**src/rtl/alu_arbiter_pkg.sv**
```systemverilog
// Shared constants and op-code encoding for the two-requester ALU arbiter.
package alu_arbiter_pkg;

    localparam int unsigned DATA_W = 32;
    localparam int unsigned CTL_W  = 4;
    localparam int unsigned CNT_W  = 16;
    localparam int unsigned SHAMT_W = 5;

    // Result returned for op codes 10-15.
    localparam logic [DATA_W-1:0] ILLEGAL_RESULT = 32'h7FFF_FFFF;

    typedef enum logic [CTL_W-1:0] {
        OP_ADD  = 4'd0,
        OP_SUB  = 4'd1,
        OP_SLL  = 4'd2,
        OP_SLT  = 4'd3,
        OP_SLTU = 4'd4,
        OP_XOR  = 4'd5,
        OP_SRL  = 4'd6,
        OP_SRA  = 4'd7,
        OP_OR   = 4'd8,
        OP_AND  = 4'd9
    } alu_op_e;

endpackage

```
**src/rtl/alu_arbiter_if.sv**
```systemverilog
// Request/response bundle between two requesters, the arbiter and one consumer.
interface alu_arbiter_if;
    import alu_arbiter_pkg::*;

    logic              req0_valid;
    logic              req0_ready;
    logic [CTL_W-1:0]  req0_ctl;
    logic [DATA_W-1:0] req0_src1;
    logic [DATA_W-1:0] req0_src2;

    logic              req1_valid;
    logic              req1_ready;
    logic [CTL_W-1:0]  req1_ctl;
    logic [DATA_W-1:0] req1_src1;
    logic [DATA_W-1:0] req1_src2;

    logic              rsp_valid;
    logic              rsp_ready;
    logic              rsp_id;
    logic [DATA_W-1:0] rsp_result;
    logic              rsp_zero;

    logic [CNT_W-1:0]  grant_cnt0;
    logic [CNT_W-1:0]  grant_cnt1;

    // Requesters and consumer side.
    modport master (
        output req0_valid, req0_ctl, req0_src1, req0_src2,
        output req1_valid, req1_ctl, req1_src1, req1_src2,
        output rsp_ready,
        input  req0_ready, req1_ready,
        input  rsp_valid, rsp_id, rsp_result, rsp_zero,
        input  grant_cnt0, grant_cnt1
    );

    // Arbiter side.
    modport slave (
        input  req0_valid, req0_ctl, req0_src1, req0_src2,
        input  req1_valid, req1_ctl, req1_src1, req1_src2,
        input  rsp_ready,
        output req0_ready, req1_ready,
        output rsp_valid, rsp_id, rsp_result, rsp_zero,
        output grant_cnt0, grant_cnt1
    );

endinterface

```
**src/rtl/alu_arbiter_alu_core.sv**
```systemverilog
// Purely combinational 32-bit ALU shared by both requesters.
module alu_core
    import alu_arbiter_pkg::*;
(
    input  logic [CTL_W-1:0]  ctl,
    input  logic [DATA_W-1:0] src1,
    input  logic [DATA_W-1:0] src2,
    output logic [DATA_W-1:0] result
);

    logic [SHAMT_W-1:0] shamt;

    assign shamt = src2[SHAMT_W-1:0];

    // Decode op code and compute result.
    always_comb begin
        result = ILLEGAL_RESULT;
        case (alu_op_e'(ctl))
            OP_ADD:  result = src1 + src2;
            OP_SUB:  result = src1 - src2;
            OP_SLL:  result = src1 << shamt;
            OP_SLT:  result = DATA_W'($signed(src1) < $signed(src2));
            OP_SLTU: result = DATA_W'(src1 < src2);
            OP_XOR:  result = src1 ^ src2;
            OP_SRL:  result = src1 >> shamt;
            OP_SRA:  result = DATA_W'($signed(src1) >>> shamt);
            OP_OR:   result = src1 | src2;
            OP_AND:  result = src1 & src2;
            default: result = ILLEGAL_RESULT;
        endcase
    end

endmodule

```
**src/rtl/alu_arbiter.sv**
```systemverilog
// Round-robin arbiter feeding a shared ALU into a single registered result slot.
module alu_arbiter
    import alu_arbiter_pkg::*;
#(
    parameter int unsigned RR_INIT = 0
) (
    input  logic         clk,
    input  logic         rst_n,
    alu_arbiter_if.slave bus
);

    logic              prio;
    logic              rsp_valid_q;
    logic              rsp_id_q;
    logic [DATA_W-1:0] rsp_result_q;
    logic              rsp_zero_q;
    logic [CNT_W-1:0]  cnt0_q;
    logic [CNT_W-1:0]  cnt1_q;

    logic              slot_free_c;
    logic              win_c;
    logic              accept_c;
    logic [CTL_W-1:0]  ctl_c;
    logic [DATA_W-1:0] src1_c;
    logic [DATA_W-1:0] src2_c;
    logic [DATA_W-1:0] result_c;

    // Slot accepts when empty or being drained this cycle; closed while in reset.
    assign slot_free_c = rst_n && (!rsp_valid_q || bus.rsp_ready);
    assign accept_c    = slot_free_c && (bus.req0_valid || bus.req1_valid);

    // Pick the winner: a lone requester wins, a tie goes to the priority pointer.
    always_comb begin
        win_c = prio;
        if (bus.req0_valid && !bus.req1_valid) begin
            win_c = 1'b0;
        end else if (!bus.req0_valid && bus.req1_valid) begin
            win_c = 1'b1;
        end
    end

    assign bus.req0_ready = accept_c && !win_c;
    assign bus.req1_ready = accept_c && win_c;

    // Route the winner's operands to the ALU.
    always_comb begin
        ctl_c  = bus.req0_ctl;
        src1_c = bus.req0_src1;
        src2_c = bus.req0_src2;
        if (win_c) begin
            ctl_c  = bus.req1_ctl;
            src1_c = bus.req1_src1;
            src2_c = bus.req1_src2;
        end
    end

    alu_core u_alu_core (
        .ctl    (ctl_c),
        .src1   (src1_c),
        .src2   (src2_c),
        .result (result_c)
    );

    // Result slot and round-robin pointer.
    always_ff @(posedge clk or negedge rst_n) begin
        if (!rst_n) begin
            rsp_valid_q  <= 1'b0;
            rsp_id_q     <= 1'b0;
            rsp_result_q <= '0;
            rsp_zero_q   <= 1'b0;
            prio         <= 1'(RR_INIT);
        end else if (accept_c) begin
            rsp_valid_q  <= 1'b1;
            rsp_id_q     <= win_c;
            rsp_result_q <= result_c;
            rsp_zero_q   <= (result_c == '0);
            prio         <= !win_c;
        end else if (rsp_valid_q && bus.rsp_ready) begin
            rsp_valid_q  <= 1'b0;
        end
    end

    // Saturating per-requester grant counters.
    always_ff @(posedge clk or negedge rst_n) begin
        if (!rst_n) begin
            cnt0_q <= '0;
            cnt1_q <= '0;
        end else begin
            if (bus.req0_ready && bus.req0_valid && (cnt0_q != '1)) begin
                cnt0_q <= cnt0_q + CNT_W'(1);
            end
            if (bus.req1_ready && bus.req1_valid && (cnt1_q != '1)) begin
                cnt1_q <= cnt1_q + CNT_W'(1);
            end
        end
    end

    assign bus.rsp_valid  = rsp_valid_q;
    assign bus.rsp_id     = rsp_id_q;
    assign bus.rsp_result = rsp_result_q;
    assign bus.rsp_zero   = rsp_zero_q;
    assign bus.grant_cnt0 = cnt0_q;
    assign bus.grant_cnt1 = cnt1_q;

endmodule
```
**src/flat_wrapper.sv**
```systemverilog
// flat-port wrapper written by rule: the top's interface ports become plain ports
module alu_arbiter_flat import alu_arbiter_pkg::*;
#(
    parameter int unsigned RR_INIT = 0
)
  (clk, rst_n, bus_req0_valid, bus_req0_ctl, bus_req0_src1, bus_req0_src2, bus_req1_valid, bus_req1_ctl, bus_req1_src1, bus_req1_src2, bus_rsp_ready, bus_req0_ready, bus_req1_ready, bus_rsp_valid, bus_rsp_id, bus_rsp_result, bus_rsp_zero, bus_grant_cnt0, bus_grant_cnt1);
  alu_arbiter_if bus_i ();
  input  logic clk;
  input  logic rst_n;
  input wire logic [$bits(bus_i.req0_valid)-1:0] bus_req0_valid;
  input wire logic [$bits(bus_i.req0_ctl)-1:0] bus_req0_ctl;
  input wire logic [$bits(bus_i.req0_src1)-1:0] bus_req0_src1;
  input wire logic [$bits(bus_i.req0_src2)-1:0] bus_req0_src2;
  input wire logic [$bits(bus_i.req1_valid)-1:0] bus_req1_valid;
  input wire logic [$bits(bus_i.req1_ctl)-1:0] bus_req1_ctl;
  input wire logic [$bits(bus_i.req1_src1)-1:0] bus_req1_src1;
  input wire logic [$bits(bus_i.req1_src2)-1:0] bus_req1_src2;
  input wire logic [$bits(bus_i.rsp_ready)-1:0] bus_rsp_ready;
  output wire logic [$bits(bus_i.req0_ready)-1:0] bus_req0_ready;
  output wire logic [$bits(bus_i.req1_ready)-1:0] bus_req1_ready;
  output wire logic [$bits(bus_i.rsp_valid)-1:0] bus_rsp_valid;
  output wire logic [$bits(bus_i.rsp_id)-1:0] bus_rsp_id;
  output wire logic [$bits(bus_i.rsp_result)-1:0] bus_rsp_result;
  output wire logic [$bits(bus_i.rsp_zero)-1:0] bus_rsp_zero;
  output wire logic [$bits(bus_i.grant_cnt0)-1:0] bus_grant_cnt0;
  output wire logic [$bits(bus_i.grant_cnt1)-1:0] bus_grant_cnt1;
  assign bus_i.req0_valid = bus_req0_valid;
  assign bus_i.req0_ctl = bus_req0_ctl;
  assign bus_i.req0_src1 = bus_req0_src1;
  assign bus_i.req0_src2 = bus_req0_src2;
  assign bus_i.req1_valid = bus_req1_valid;
  assign bus_i.req1_ctl = bus_req1_ctl;
  assign bus_i.req1_src1 = bus_req1_src1;
  assign bus_i.req1_src2 = bus_req1_src2;
  assign bus_i.rsp_ready = bus_rsp_ready;
  assign bus_req0_ready = bus_i.req0_ready;
  assign bus_req1_ready = bus_i.req1_ready;
  assign bus_rsp_valid = bus_i.rsp_valid;
  assign bus_rsp_id = bus_i.rsp_id;
  assign bus_rsp_result = bus_i.rsp_result;
  assign bus_rsp_zero = bus_i.rsp_zero;
  assign bus_grant_cnt0 = bus_i.grant_cnt0;
  assign bus_grant_cnt1 = bus_i.grant_cnt1;
  alu_arbiter #(.RR_INIT(RR_INIT)) u_core (.clk(clk), .rst_n(rst_n), .bus(bus_i));
endmodule
```
**config.mk**
```make
export PLATFORM = sky130hd
export DESIGN_NAME = alu_arbiter_flat
export DESIGN_NICKNAME = d
export VERILOG_FILES = /design/src/rtl/alu_arbiter_pkg.sv /design/src/rtl/alu_arbiter_if.sv /design/src/rtl/alu_arbiter_alu_core.sv /design/src/rtl/alu_arbiter.sv /design/src/flat_wrapper.sv
export SDC_FILE = /design/constraint.sdc
export NUM_CORES = 1
export LEC_CHECK = 0
export BUFFER_PORTS_ARGS = -buffer_cell sky130_fd_sc_hd__buf_4
export CAP_MARGIN = 5
export CORE_ASPECT_RATIO = 1.4
export CORE_MARGIN = 1
export CORE_UTILIZATION = 53
export CTS_CLUSTER_SIZE = 8
export DETAILED_ROUTE_END_ITERATION = 16
export HOLD_SLACK_MARGIN = 0.05
export PLACE_DENSITY = 0.85
export SLEW_MARGIN = 15
export SYNTH_ARGS = -nofsm -noshare
export SYNTH_HDL_FRONTEND = slang
export SYNTH_HIERARCHICAL = 1
export SYNTH_SLANG_ARGS = --single-unit
```
**constraint.sdc**
```tcl
create_clock -name clk -period 6.9 [get_ports clk]
set_clock_uncertainty 0.1 [all_clocks]
set_input_delay 0.345 -clock clk [delete_from_list [all_inputs] [get_ports clk]]
set_output_delay 0.345 -clock clk [all_outputs]
set_load 0.02 [all_outputs]
```
==> reports/metrics.csv, run 1 <==
metric;value;unit
p_int;1.76;mW
place.gp.congestion;0.997;
max_cap_viol_count;0;
slew-limit-headroom;20.7;%
cts_buffers;9;
hold_buffers;0;
final_common_cell;buf_4;
cp.arrival;6.09;ns
cts_tree;built;
period_share;86.3;%
drt_iter0_drc;1650;
drc_errors;0;
post-place-ws;1.08;ns
rows;66;
drv_slew;0;
tns;0;ns
pwr-share-seq;17.6;%
crit_path_start;u_core/prio;
p_clk_share;12.5;%
crit_path_end_kind;register;
port_buffers;209;
r2r_start;u_core/prio;
p_switching;1.78;mW
syn_to_final_growth;15.1;%
cp-endpoint;u_core/bus.rsp_zero;
insertion_delay;0.33;ns
syn_avg_cell_area;7.94;um2
cts.clk_slew.worst_paths;0.06;ns
synth-seq-cells;68;
period_needed;5.95;ns
cts_resized;0;
antenna_found_initial;0;
p_sw_share;50.3;%
synth_cell_type_count;91;
grt_pass1_vias;13000;
synthesis.nets;1824;
clockRootBuffer;clkbuf_16;
combPwrFrac;69.9;%
grt_max_degree;72;
syn-instance-count;1580;
fin_nets;1946;
synth_area;0.0125;mm2
vias_per_cell;6.75;
r2r-end;u_core/bus.rsp_zero;
grt_overflow_total;0;
synth_edf_count;0;
hpwl;36400;um
routed.top_layer;met4;
coreArea;0.0232;mm2
crit_type;register to register;
max_freq;168;MHz
synthArstFlopShare;100;%
powerDensity;246;mW/mm2
power.leakage;6.43;nW
design.die.area;0.0243;mm2
route.vias.total;13600;
die_x;132;um
drt-pass1-iter-count;6;
numClockSinks;68;
status;finished, final reports clean;
worst_ep_required_time;7.04;ns
die_h;184;um
drive_gt1_share;25.6;%
fillCellCount;2089;
htree_levels;3;
finalHoldViolations;0;
wl_per_cell;23.9;um
grt_pass1_wl;73700;um
post_cts_buffers;0;
fin_ws;0.947;ns
initial_utilization;54.0;%
ys.warnings.count;6;
ys_seq_area_share;13.6;%
final_cell_mix;buf_4, nor2_1, nand2_1;
track_usage;39.1;%
regToRegSetupSlack;0.95;ns
io_pins;210;
crit_path_start_kind;register;
reg2regPathDepth;16;
wl_met1;17900;um
vdd_drop_max;229;uV
rsz0062_at_grt;false;
wl_met3;4230;um
hp-class;primary input to asynchronous set/reset pin;
ys.flop_type;dfrtp_1;
tightest_slew;1.18;ns
wl_met2;22600;um
setup_viol;0;
drt-total-wl;48000;um
clk_path_buf_depth;2;
antenna_left;0;
diodes;0;
path_max_fanout;24;
==> logic make-up (layout without fill, tap and decap cells) <==
kind of cell,Yosys count,count (layout),synth area share (%)
AO/OA/AOI/OAI,437,437,23.2
XOR/XNOR,46,46,3.21
adder cells (fa/ha/maj),104,104,10.5
buffers and inverters,227,354,7.58
flip-flops,68,68,13.6
multiplexers,210,210,23.3
AND/OR/NAND/NOR,488,488,18.6
==> synthesized netlist by cell type (all sizes together), types with 5 or more instances <==
| master | number | share of area, % |
|---|---|---|
| a211oi | 19 | 1.2 |
| mux2 | 109 | 10 |
| a222oi | 7 | 0.56 |
| nand2 | 129 | 3.9 |
| nor2b | 9 | 0.45 |
| o2111ai | 7 | 0.68 |
| o21ai | 130 | 5.2 |
| nor2 | 156 | 4.7 |
| nand3 | 34 | 1.4 |
| a211o | 7 | 0.49 |
| a221o | 14 | 1.1 |
| clkbuf | 64 | 1.9 |
| o311ai | 6 | 0.56 |
| nand4 | 19 | 1.1 |
| a2111oi | 7 | 0.55 |
| o21bai | 10 | 0.60 |
| mux4 | 48 | 8.6 |
| nand2b | 14 | 0.72 |
| mux2i | 53 | 4.2 |
| a21o | 14 | 0.84 |
| xor2 | 28 | 2.0 |
| a221oi | 11 | 0.77 |
| or2 | 7 | 0.35 |
| nor4 | 25 | 1.5 |
| a21oi | 107 | 4.3 |
| nor3 | 42 | 1.7 |
| a311oi | 5 | 0.35 |
| inv | 105 | 3.1 |
| o221ai | 5 | 0.35 |
| ha | 101 | 10 |
| a31oi | 9 | 0.45 |
| buf | 57 | 2.5 |
| o22ai | 7 | 0.35 |
| or3 | 21 | 1.0 |
| dfrtp | 68 | 14 |
| o211ai | 22 | 1.4 |
| and3 | 7 | 0.35 |
| o31ai | 10 | 0.64 |
| and2 | 6 | 0.30 |
| xnor2 | 18 | 1.3 |
| a22oi | 6 | 0.36 |
==> metal layers <==
metal | GRT usage, % | vias to the layer above
li1 | - | 6086
met2 | 65.7 | 891
met1 | 46.9 | 6423
met4 | 24.7 | 0
met5 | 0 | -
met3 | 5.98 | 189
==> power by group through the flow <==
stage	combinational (mW)	clock, mW	sequential [mW]
after CTS	2.40	0.446	0.624
after floorplan	1.49	0	0.746
after global routing	2.62	0.464	0.641
after detailed placement	2.39	0	0.629
after global placement	2.37	0	0.622
final	2.48	0.442	0.626
==> worst max-delay path: stages, from the launching register on <==
cell and delay (ns):
dfrtp_1 0.44, maj3_4 0.49, mux2_2 0.48, inv_1 0.56, ha_1 0.40, a211o_1 0.28
a21oi_1 0.38, a21oi_1 0.16, o21ai_1 0.42, o41ai_2 0.22, a211oi_2 0.44, mux2i_1 0.25
nand3_1 0.09, or3_1 0.41, nor4_1 0.36, nand4_1 0.14, o31ai_1 0.22
==> area by class of cell <==
class	count	area [um2]	share of cell area, %
sequential	68	1700	11.8
inverter	106	398	2.76
clock inverter	6	55.1	0.381
multi-input combinational	1285	9900	68.6
clock buffer	10	229	1.59
tap	306	383	2.65
timing repair buffer	232	1760	12.2
==> state kept, by name, summed over array words and instances (netlist names) <==
register	flops
u_core/bus.grant_cnt0	16
u_core/bus.grant_cnt1	16
u_core/bus.rsp_id	1
u_core/bus.rsp_result	32
u_core/bus.rsp_valid	1
u_core/bus.rsp_zero	1
u_core/prio	1
==> worst min path at each step <==
| stage | cells past startpoint | to | start | slack [ns] |
|---|---|---|---|---|
| final | 1 | u_core/bus.grant_cnt1[7] | rst_n | 0.02 |
| after detailed placement | 2 | u_core/bus.rsp_id | u_core/bus.rsp_id | 0.38 |
| after floorplan | 0 | u_core/bus.grant_cnt0[0] | rst_n | -0.05 |
| after CTS | 1 | u_core/bus.grant_cnt1[13] | rst_n | 0.07 |
| after global routing | 1 | u_core/bus.grant_cnt1[7] | rst_n | 0.12 |
| after global placement | 2 | u_core/bus.rsp_id | u_core/bus.rsp_id | 0.38 |
==> stage by stage <==
step | hold WS, ns | instances | power [mW] | utilization (%) | area [um2]
2_1_floorplan | -0.0506 | 1580 | 2.23 | - | 12500
3_3_place_gp | 0.376 | 1996 | 3.00 | 60.9 | 14100
5_1_grt | 0.125 | 2013 | 3.73 | 62.2 | 14400
3_5_place_dp | 0.381 | 1996 | 3.02 | 60.9 | 14100
6_report | 0.0245 | 2013 | 3.55 | 62.2 | 14400
4_1_cts | 0.0749 | 2012 | 3.47 | 62.1 | 14400
No activity file was read; power rests on OpenSTA's default activity.
==> run 2: changes to the inputs <==
Settings changed: CORE_UTILIZATION 53 to 46, PLACE_DENSITY 0.85 to 0.76.
==> run 2 against run 1 <==
- global-route usage is 4.4 points lower
- combinational power hardly changed
- via count is 0.41% lower
- critical endpoint unchanged
- largest power group unchanged
==> reports/metrics.csv, run 2 (same netlist as run 1, synthesis figures left out) <==
metric;value;unit
status;finished, final reports clean;
max_cap_viol_count;0;
wl_per_cell;23.8;um
grt_pass1_wl;74100;um
finalHoldViolations;0;
path_max_fanout;25;
period_needed;5.72;ns
cp_top_family;compound AO/OA/AOI/OAI gates;
die_h;197;um
final_util;54.3;%
drt-total-wl;49500;um
cpMaxStageDelayCell;maj3_4;
critPathBufInv;2;
insertion_delay;0.34;ns
syn_to_final_growth;16.1;%
vias_per_cell;6.52;
grt_pass1_vias;12600;
worst_ep_required_time;7.03;ns
final_common_cell;buf_4;
drt-pass1-iter-count;9;
max_freq;175;MHz
cp.arrival;5.85;ns
tns;0;ns
cts_resized;0;
slowest_delay;0.50;ns
antenna_found_initial;0;
route.vias.total;13500;
post-place-ws;1.28;ns
initial_utilization;46.7;%
powerDensity;250;mW/mm2
die_x;142;um
crit_path_end_kind;register;
drv_slew;0;
crit_top_cell;a21oi_1;
grt_max_degree;72;
power.leakage;6.46;nW
numClockSinks;68;
grt_overflow_total;0;
crit_path_start_kind;register;
port_buffers;209;
vdd_drop_max;148;uV
coreArea;0.0268;mm2
cts_tree;built;
slew-limit-headroom;21.9;%
period_share;82.9;%
total_power;3.64;mW
drive_gt1_share;25.8;%
setup_viol;0;
hpwl;38400;um
rows;71;
tightest_slew;1.17;ns
hp-class;primary input to asynchronous set/reset pin;
antenna_left;0;
rsz0062_at_grt;false;
crit_type;register to register;
largest_reg_flops;32;
final_cell_mix;buf_4, nor2_1, nand2_1;
clockRootBuffer;clkbuf_16;
cts_buffers;9;
io_pins;210;
fin_ws;1.18;ns
diodes;0;
drt_iter0_drc;1481;
hold_buffers;0;
cp_cell_sequence;maj3_4 > mux2_2 > inv_1 > buf_4 > ha_1 > a211o_1 > a21oi_1 > a21oi_1 > o21ai_1 > o41ai_2 > a211oi_2 > mux2i_1 > nand3_1 > or3_1 > nor4_1 > nand4_1 > o31ai_1;
place.gp.congestion;1.01;
drc_errors;0;
track_usage;34.8;%
post_cts_buffers;0;
cts.clk_slew.worst_paths;0.05;ns
clk_path_buf_depth;2;
fin_hold_ws;0.0347;ns
htree_levels;3;
fin_nets;1949;
design.die.area;0.0279;mm2
run 2: per-stage QoR:
| step | instance area, um2 | cells |
|---|---|---|
| final | 14600 | 2075 |
| after global routing | 14600 | 2075 |
| after CTS | 14600 | 2075 |
| after detailed placement | 14200 | 2059 |
| after global placement | 14200 | 2059 |
| after floorplan | 12500 | 1580 |
run 2: area by class of cell:
| cell class | instances | area, um2 |
|---|---|---|
| fill | 2593 | 12300 |
| inverter | 106 | 398 |
| clock inverter | 4 | 70.1 |
| clock buffer | 12 | 267 |
| tap | 365 | 457 |
| timing repair buffer | 235 | 1760 |
| sequential | 68 | 1700 |
| multi-input combinational | 1285 | 9910 |
run 2: worst reg2reg max path: stages (launching register included):
cell and delay, ns:
dfrtp_1 0.44, maj3_4 0.50, mux2_2 0.45, inv_1 0.06, buf_4 0.26, ha_1 0.33
a211o_1 0.28, a21oi_1 0.42, a21oi_1 0.19, o21ai_1 0.38, o41ai_2 0.23, a211oi_2 0.48
mux2i_1 0.25, nand3_1 0.09, or3_1 0.40, nor4_1 0.33, nand4_1 0.14, o31ai_1 0.28
run 2: final timing paths:
path | start | to | slack (ns) | cells past startpoint
max in group asynchronous | rst_n | u_core/bus.grant_cnt0[2] | 6.05 | 1
hold reg to reg | u_core/bus.grant_cnt1[15] | u_core/bus.grant_cnt1[15] | 0.39 | 1
hold / removal | rst_n | u_core/bus.grant_cnt1[15] | 0.03 | 1
min in group clk | bus_rsp_ready | u_core/bus.rsp_valid | 0.27 | 3
setup / recovery | u_core/prio | u_core/bus.rsp_zero | 1.18 | 17
setup reg to reg | u_core/prio | u_core/bus.rsp_zero | 1.18 | 17
run 2: power by group:
group	switching (mW)	total (mW)	internal (mW)
sequential	0.107	0.622	0.515
clock	0.170	0.514	0.344
combinational	1.53	2.51	0.974
total	1.81	3.64	1.83
run 2: per-layer routing:
layer,wire (um),GRT usage (%)
met4,2370,17.6
met5,0,0
met1,18500,41.7
met3,4050,3.47
met2,24500,61.3
